**config.mk**
```make
export PLATFORM = sky130hd
export DESIGN_NAME = dice_turn_controller
export DESIGN_NICKNAME = d
export VERILOG_FILES = /design/src/rtl/dice_turn_controller.sv
export SDC_FILE = /design/constraint.sdc
export NUM_CORES = 1
export LEC_CHECK = 0
export BUFFER_PORTS_ARGS = -buffer_cell sky130_fd_sc_hd__buf_2
export CORE_AREA = 10 10 88 90
export DETAILED_ROUTE_END_ITERATION = 7
export DIE_AREA = 0 0 98 100
export HOLD_SLACK_MARGIN = 0.03
export PLACE_DENSITY = 0.71
export REMOVE_ABC_BUFFERS = 1
export SLEW_MARGIN = 20
export SYNTH_ARGS = -nofsm -noshare
export SYNTH_HDL_FRONTEND = slang
export SYNTH_SLANG_ARGS = --single-unit
```
**constraint.sdc**
```tcl
create_clock -name clk -period 2.85 [get_ports clk]
set_input_delay 0.57 -clock clk [delete_from_list [all_inputs] [get_ports clk]]
set_output_delay 0.57 -clock clk [all_outputs]
set_load 0.02 [all_outputs]
```
**src/rtl/dice_turn_controller.sv**
```systemverilog
// Turn controller for a two-player dice board game.
// A voted die colour sets how many squares the current player advances. The
// token then moves one square every STEP_DELAY clocks. The turn passes to the
// other player once the die is removed. The first token to reach FINISH_POS wins.
module dice_turn_controller #(
  parameter logic [5:0]  FINISH_POS  = 6'd20,
  parameter logic [23:0] STEP_DELAY  = 24'd12_500_000,
  parameter logic [1:0]  STEPS_RED   = 2'd1,
  parameter logic [1:0]  STEPS_GREEN = 2'd2,
  parameter logic [1:0]  STEPS_BLUE  = 2'd3
) (
  input  logic       clk,
  input  logic       reset,
  input  logic       start,
  input  logic [1:0] stable_color,
  input  logic       result_ready,
  input  logic       turn_end,
  output logic [2:0] state,
  output logic       cur_player,
  output logic [5:0] p0_pos,
  output logic [5:0] p1_pos,
  output logic [1:0] steps_left,
  output logic       step_pulse,
  output logic       turn_done,
  output logic       game_over,
  output logic       winner
);

  typedef enum logic [2:0] {
    S_IDLE       = 3'd0,
    S_WAIT_DICE  = 3'd1,
    S_MOVE       = 3'd2,
    S_WAIT_CLEAR = 3'd3,
    S_GAME_OVER  = 3'd4
  } state_t;

  state_t      r_state;
  logic        r_cur_player;
  logic [5:0]  r_p0_pos;
  logic [5:0]  r_p1_pos;
  logic [1:0]  r_steps_left;
  logic        r_step_pulse;
  logic        r_turn_done;
  logic        r_game_over;
  logic        r_winner;
  logic [23:0] r_timer;
  logic        r_pending;   // die removed while the token was still moving

  logic [1:0]  w_color_steps;
  logic [5:0]  w_cur_pos;
  logic [5:0]  w_next_pos;
  logic [23:0] w_delay_m1;

  assign w_delay_m1 = STEP_DELAY - 24'd1;
  assign w_cur_pos  = r_cur_player ? r_p1_pos : r_p0_pos;
  assign w_next_pos = w_cur_pos + 6'd1;

  // Map the voted die colour to the number of squares to advance
  always_comb begin
    w_color_steps = 2'd0;
    case (stable_color)
      2'b01:   w_color_steps = STEPS_RED;
      2'b10:   w_color_steps = STEPS_GREEN;
      2'b11:   w_color_steps = STEPS_BLUE;
      default: w_color_steps = 2'd0;
    endcase
  end

  // Game FSM with all outputs registered; start overrides every state
  always_ff @(posedge clk or posedge reset) begin
    if (reset) begin
      r_state      <= S_IDLE;
      r_cur_player <= 1'b0;
      r_p0_pos     <= 6'd0;
      r_p1_pos     <= 6'd0;
      r_steps_left <= 2'd0;
      r_step_pulse <= 1'b0;
      r_turn_done  <= 1'b0;
      r_game_over  <= 1'b0;
      r_winner     <= 1'b0;
      r_timer      <= 24'd0;
      r_pending    <= 1'b0;
    end else begin
      r_step_pulse <= 1'b0;
      r_turn_done  <= 1'b0;
      if (start) begin
        r_state      <= S_WAIT_DICE;
        r_cur_player <= 1'b0;
        r_p0_pos     <= 6'd0;
        r_p1_pos     <= 6'd0;
        r_steps_left <= 2'd0;
        r_game_over  <= 1'b0;
        r_winner     <= 1'b0;
        r_timer      <= 24'd0;
        r_pending    <= 1'b0;
      end else begin
        case (r_state)
          S_IDLE: begin
          end
          S_WAIT_DICE: begin
            if (result_ready && stable_color != 2'b00) begin
              r_steps_left <= w_color_steps;
              r_timer      <= w_delay_m1;
              r_state      <= S_MOVE;
            end
          end
          S_MOVE: begin
            if (turn_end) begin
              r_pending <= 1'b1;
            end
            if (r_timer == 24'd0) begin
              if (r_cur_player) begin
                r_p1_pos <= w_next_pos;
              end else begin
                r_p0_pos <= w_next_pos;
              end
              r_step_pulse <= 1'b1;
              r_timer      <= w_delay_m1;
              if (w_next_pos == FINISH_POS) begin
                // Remaining steps are discarded so the token stops on the finish square
                r_state      <= S_GAME_OVER;
                r_game_over  <= 1'b1;
                r_winner     <= r_cur_player;
                r_steps_left <= 2'd0;
                r_pending    <= 1'b0;
              end else begin
                r_steps_left <= r_steps_left - 2'd1;
                if (r_steps_left == 2'd1) begin
                  r_state <= S_WAIT_CLEAR;
                end
              end
            end else begin
              r_timer <= r_timer - 24'd1;
            end
          end
          S_WAIT_CLEAR: begin
            if (turn_end || r_pending) begin
              r_cur_player <= ~r_cur_player;
              r_pending    <= 1'b0;
              r_turn_done  <= 1'b1;
              r_state      <= S_WAIT_DICE;
            end
          end
          S_GAME_OVER: begin
          end
          default: r_state <= S_IDLE;
        endcase
      end
    end
  end

  assign state      = r_state;
  assign cur_player = r_cur_player;
  assign p0_pos     = r_p0_pos;
  assign p1_pos     = r_p1_pos;
  assign steps_left = r_steps_left;
  assign step_pulse = r_step_pulse;
  assign turn_done  = r_turn_done;
  assign game_over  = r_game_over;
  assign winner     = r_winner;

endmodule

```
-- Yosys cells after proc, flatten, opt, wreduce, memory -nomap -nowiden
Cells that the tools add are included.
- input bits: 7
- word-level logic and storage cells: 101
- output and inout port bits: 22
- register bits after elaboration: 47
- equality and inequality tests: 15
- muxes and demuxes: 49
- reductions and logical operators: 22
- add/sub/neg operators: 3
- bitwise operators: 1
- operator list (cell ; count):
    24-bit two-way mux ; 3
    6-bit two-way mux ; 9
    24-bit case mux with 2 select lines ; 1
    24-bit zero test ; 1
    24-bit by 1-bit subtractor with 24-bit output (second input constant) ; 1
    1-bit two-way mux ; 22
    3-bit two-way mux ; 6
    2-bit nonzero test ; 7
    3-bit case mux with 4 select lines ; 1
    3-bit AND reduction ; 4
    3-bit inequality test (second input constant) ; 3
    2-bit two-way mux ; 4
    6-bit by 1-bit adder with 6-bit output (second input constant) ; 1
    3-bit by 2-bit equality test with 1-bit output (second input constant) ; 2
    6-bit by 5-bit equality test with 1-bit output (second input constant) ; 1
    2-bit case mux with 3 select lines ; 1
    2-bit AND reduction ; 3
    3-bit nonzero test ; 2
    5-bit AND reduction ; 1
    2-bit by 1-bit equality test with 1-bit output (second input constant) ; 2
    2-bit equality test (second input constant) ; 2
    4-bit inequality test (second input constant) ; 1
    2-bit case mux with 2 select lines ; 1
    3-bit by 1-bit equality test with 1-bit output (second input constant) ; 1
    10 further kinds ; 10

-- Logic depth before layout (Yosys ltp)
- word-level depth: 7
- mapped depth: 8
- depth with buffers taken out: 7

-- Worst setup path before layout
Ideal clock, no wire load.
- path type: reg-to-reg
- from: register r_timer[0]
- to: register r_timer[8]
- data required time: 2724 ps
- data arrival time: 1871 ps
- cell stages (with the launch flop): 9
- path slack: 853 ps
- cell sequence: dfrtp_1 -> inv_1 -> ha_1 -> or4b_1 -> buf_2 -> or4_1 -> nor2_1 -> xnor2_1 -> nor2_1
- longest elaborated chain between the ends: 4
- elaborated cells on any way between the ends: 5
- those cells by class: add/sub: 1; mux: 3; reduce/logical: 1
- ends and longest elaborated chain (element ; RTL line ; RTL):
    start, declared ; 46 ; logic [23:0] r_timer;
    start signal, assigned ; 103 ; r_timer <= w_delay_m1;
    start signal, assigned ; 118 ; r_timer <= w_delay_m1;
    start signal, assigned ; 133 ; r_timer <= r_timer - 24'd1;
    24-bit by 1-bit subtractor with 24-bit output or 24-bit zero test (tied branches) ; 133, 111 ;
    24-bit two-way mux (*) ; 111 ; if (r_timer == 24'd0) begin
    24-bit case mux with 2 select lines (*) ; 97 ; case (r_state)
    24-bit two-way mux (*) ; 86 ; if (start) begin
Every way passes the cells marked *; elsewhere a longest branch is shown, timed or not.
A chain may end at the register's enable or synchronous reset.

-- Final worst setup path
- from: register r_timer[0]
- to: register r_timer[20]
Same word-level chain as after synthesis.

==> out/summary.log <==
INFO  setup_path     worst_setup_path_endpoint=r_timer[20]
INFO  yosys          ys.flop_type=dfrtp_1
INFO  timing         setup_viol=0
INFO  yosys          multiplexer_share_of_the_synthesized_area=0.0458
INFO  clock_tree     cts-hold-fix-buffers=0
INFO  clock_tree     max-clock-path-buffers=2
INFO  cells_and_area stdcell_count=401
INFO  yosys          synth_area=2790um2
INFO  setup_path     worst-path-buf-inv=1
INFO  floorplan      die_y=100um
INFO  timing         fin_worst_skew=0.00655ns
INFO  placement      port-buffer-count=28
INFO  grt            antenna_found_initial=0
INFO  yosys          synthesis.area_per_instance=9.48um2
INFO  setup_path     crit_path_max_incr_delay=0.58ns
INFO  setup_path     start_kind=flop
INFO  yosys          synth_simple_gate_area_share=0.264
INFO  yosys          synth_compound_area_frac=0.169
INFO  setup_path     reg2reg_setup_slack=0.53ns
INFO  clock_tree     cts_made_buffers=5
INFO  yosys          synth-edff-count=0
INFO  cells_and_area fillers=562
INFO  timing         layout_min_cycle_time=2.32ns
INFO  setup_path     reg2regPathDepth=7
INFO  run            number_of_max_cap_violations=0
INFO  floorplan      std_cell_rows=29
INFO  route          dr_total_vias=2,483
INFO  cells_and_area area_growth=12.3%
INFO  timing         slew_viol_final=0
INFO  yosys          synth_cell_type_count=60
INFO  route          drt-total-wl=7030um
INFO  yosys          post_synth_inst_count=294
INFO  route          drcViolationCount=0
INFO  setup_path     critical_path_depth=7
INFO  clock_tree     postCtsSetupRepairBufs=0
INFO  yosys          yosys_register_bits=47
INFO  floorplan      initial_core_util=0.454
INFO  floorplan      design.core.area=6130um2
INFO  clock_tree     clock_insertion_delay_worst_skew=0.30ns
INFO  clock_tree     clk_root_buffer_cell=clkbuf_8
INFO  clock_tree     tritoncts=yes
INFO  power          vdd.ir_drop.worst=0.000322V
INFO  clock_tree     cts_sinks=47
INFO  yosys          xor_xnor_share_of_the_synthesized_area=0.0471
INFO  route          route.detailed.wl_per_inst=17.5um
INFO  setup_path     end_kind=flop
INFO  yosys          synth_seq_area_share=0.422
INFO  cells_and_area layout_common_cells=47 x dfrtp_1, 37 x nor2_1, 28 x buf_2
INFO  setup_path     kind_of_cell_adding_the_most_delay_to_the_critical_path=simple AND/OR/NAND/NOR gates
INFO  setup_path     worstSetupPathType=reg -> reg
INFO  grt            grt_max_degree=35
INFO  setup_path     timing.critical_path.cells=inv_1 -> ha_1 -> or4b_1 -> nor3_2 -> nand2_1 -> o41ai_1 -> a21oi_1
INFO  power          power.static_leakage=1.33nW
INFO  cells_and_area most_common_cell_after_layout_fill_and_taps_aside=dfrtp_1
INFO  setup_path     startpoint=r_timer[0]
INFO  clock_tree     cts.htree.levels=2
INFO  yosys          synth.yosys.warnings=0
INFO  floorplan      top_level_ports=29
INFO  grt            grt_use_total=0.144
INFO  grt            grt_pass1_vias=2,414
INFO  placement      placed_cells_incl_taps=393
INFO  clock_tree     clk_pin_slew=0.09ns
INFO  timing         timing_hold_violations_final=0
INFO  power          power.density_cell_area=543nW/um2
INFO  route          vias_per_instance=6.19
INFO  timing         worstMarginPinSlew=0.718ns
INFO  timing         max_slew_margin=0.521
INFO  cells_and_area final_net_count=334
INFO  yosys          synth_top_family_by_area=simple AND/OR/NAND/NOR gates
INFO  yosys          synth_fa_ha_area_frac=0.0180
INFO  setup_path     cp.required=3.02ns
INFO  cells_and_area antennaDiodeCount=0
INFO  cells_and_area finalCoreUtilization=0.510
INFO  placement      hpwlAfterDp=5020um
INFO  yosys          synth-async-reset-ratio=1.00
INFO  clock_tree     cts_repair_resize_count=0
INFO  route          dr.pass1.iters=5
INFO  setup_path     critical_path.max_fanout=6
INFO  setup_path     crit_path_top_delay_cell=or4b_1
INFO  route          dr.first_iter.drc_count=181
INFO  timing         grt_setup_unrepaired=no
INFO  setup_path     crit-reg2reg-launch=r_timer[0]
INFO  timing         final_min_period_over_clock_period=0.815
INFO  timing         clock.fmax=430MHz
INFO  setup_path     timing.critical_path.arrival=2.50ns
INFO  grt            grt_remaining_overflow=0
INFO  floorplan      floorplan.die_area=9800um2
INFO  timing         final.setup.tns=0ns
INFO  route          final_antenna_net_count=0
INFO  placement      globalplace.congestion=0.904
INFO  cells_and_area drive_above_1_share=0.210
INFO  floorplan      floorplan.die.width=98um
INFO  setup_path     r2r-end=r_timer[20]
INFO  min_path       min_path_type=in -> async
INFO  grt            global_route_wire_length_before_repair=12,000um
INFO  outcome        status=complete, no violations
layout make-up:
cell class / instances / area (um2) / area share
multi-input combinational: 226 / 1520 / 0.485
sequential: 47 / 1180 / 0.376
timing repair buffer: 35 / 193 / 0.0616
tap: 77 / 96.3 / 0.0308
clock buffer: 6 / 82.6 / 0.0264
clock inverter: 2 / 35.0 / 0.0112
inverter: 8 / 30.0 / 0.00960
metrics by stage:
step           instance area, um2  hold WS, ns  setup WS [ns]  total power [mW]
6_report                     3130        0.196          0.527              1.70
5_1_grt                      3130        0.203          0.359              1.79
4_1_cts                      3130        0.201          0.546              1.71
3_5_place_dp                 3010        0.479          0.583              1.19
3_3_place_gp                 3010        0.484          0.584              1.19
2_1_floorplan                2720        0.466          0.490              1.08
cell families after synthesis:
kind of cell | Yosys count
XOR/XNOR | 15
adder cells (fa/ha/maj) | 4
AO/OA/AOI/OAI | 64
flip-flops | 47
AND/OR/NAND/NOR | 131
buffers and inverters | 21
multiplexers | 12
synthesized netlist by cell type (all sizes together) (5+ instances only):
library cell | count | area, um2
dfrtp | 47 | 1180
nor2 | 37 | 139
nor3 | 25 | 145
nand2 | 19 | 73.8
nor4 | 16 | 128
xnor2 | 14 | 123
a21oi | 12 | 60.1
o21ai | 9 | 45.0
inv | 8 | 30.0
a31oi | 7 | 58.8
buf | 7 | 41.3
clkbuf | 6 | 22.5
mux2 | 6 | 67.6
mux2i | 6 | 60.1
nand4 | 5 | 43.8
o41ai | 5 | 43.8
report_power, final:
group | internal [mW] | switching, mW | total (mW)
registers | 0.711 | 0.0678 | 0.779
clock network | 0.284 | 0.231 | 0.515
logic | 0.154 | 0.251 | 0.406
sequential cells by signal, summed over array words and instances, names as in the netlist:
name,cells
r_timer,24
p1_pos,6
step_pulse,1
r_pending,1
turn_done,1
game_over,1
winner,1
steps_left,2
p0_pos,6
state,3
cur_player,1
layer usage:
| metal | vias up | track usage | wire (um) |
|---|---|---|---|
| li1 | 1164 | - | - |
| met4 | 0 | 0.0425 | 97 |
| met5 | - | 0 | 0 |
| met2 | 78 | 0.234 | 3420 |
| met1 | 1232 | 0.181 | 3090 |
| met3 | 9 | 0.0412 | 418 |
worst min path at each step:
| stage | startpoint | to | slack, ns | cells past startpoint |
|---|---|---|---|---|
| floorplan | r_timer[0] | r_timer[0] | 0.47 | 1 |
| finish | reset | p0_pos[0] | 0.20 | 2 |
| CTS | reset | p0_pos[0] | 0.20 | 2 |
| detailed placement | game_over | game_over | 0.48 | 1 |
| global placement | game_over | game_over | 0.48 | 1 |
| global route | reset | p0_pos[0] | 0.20 | 2 |
Note: power is estimated with default switching activity, not from simulation.
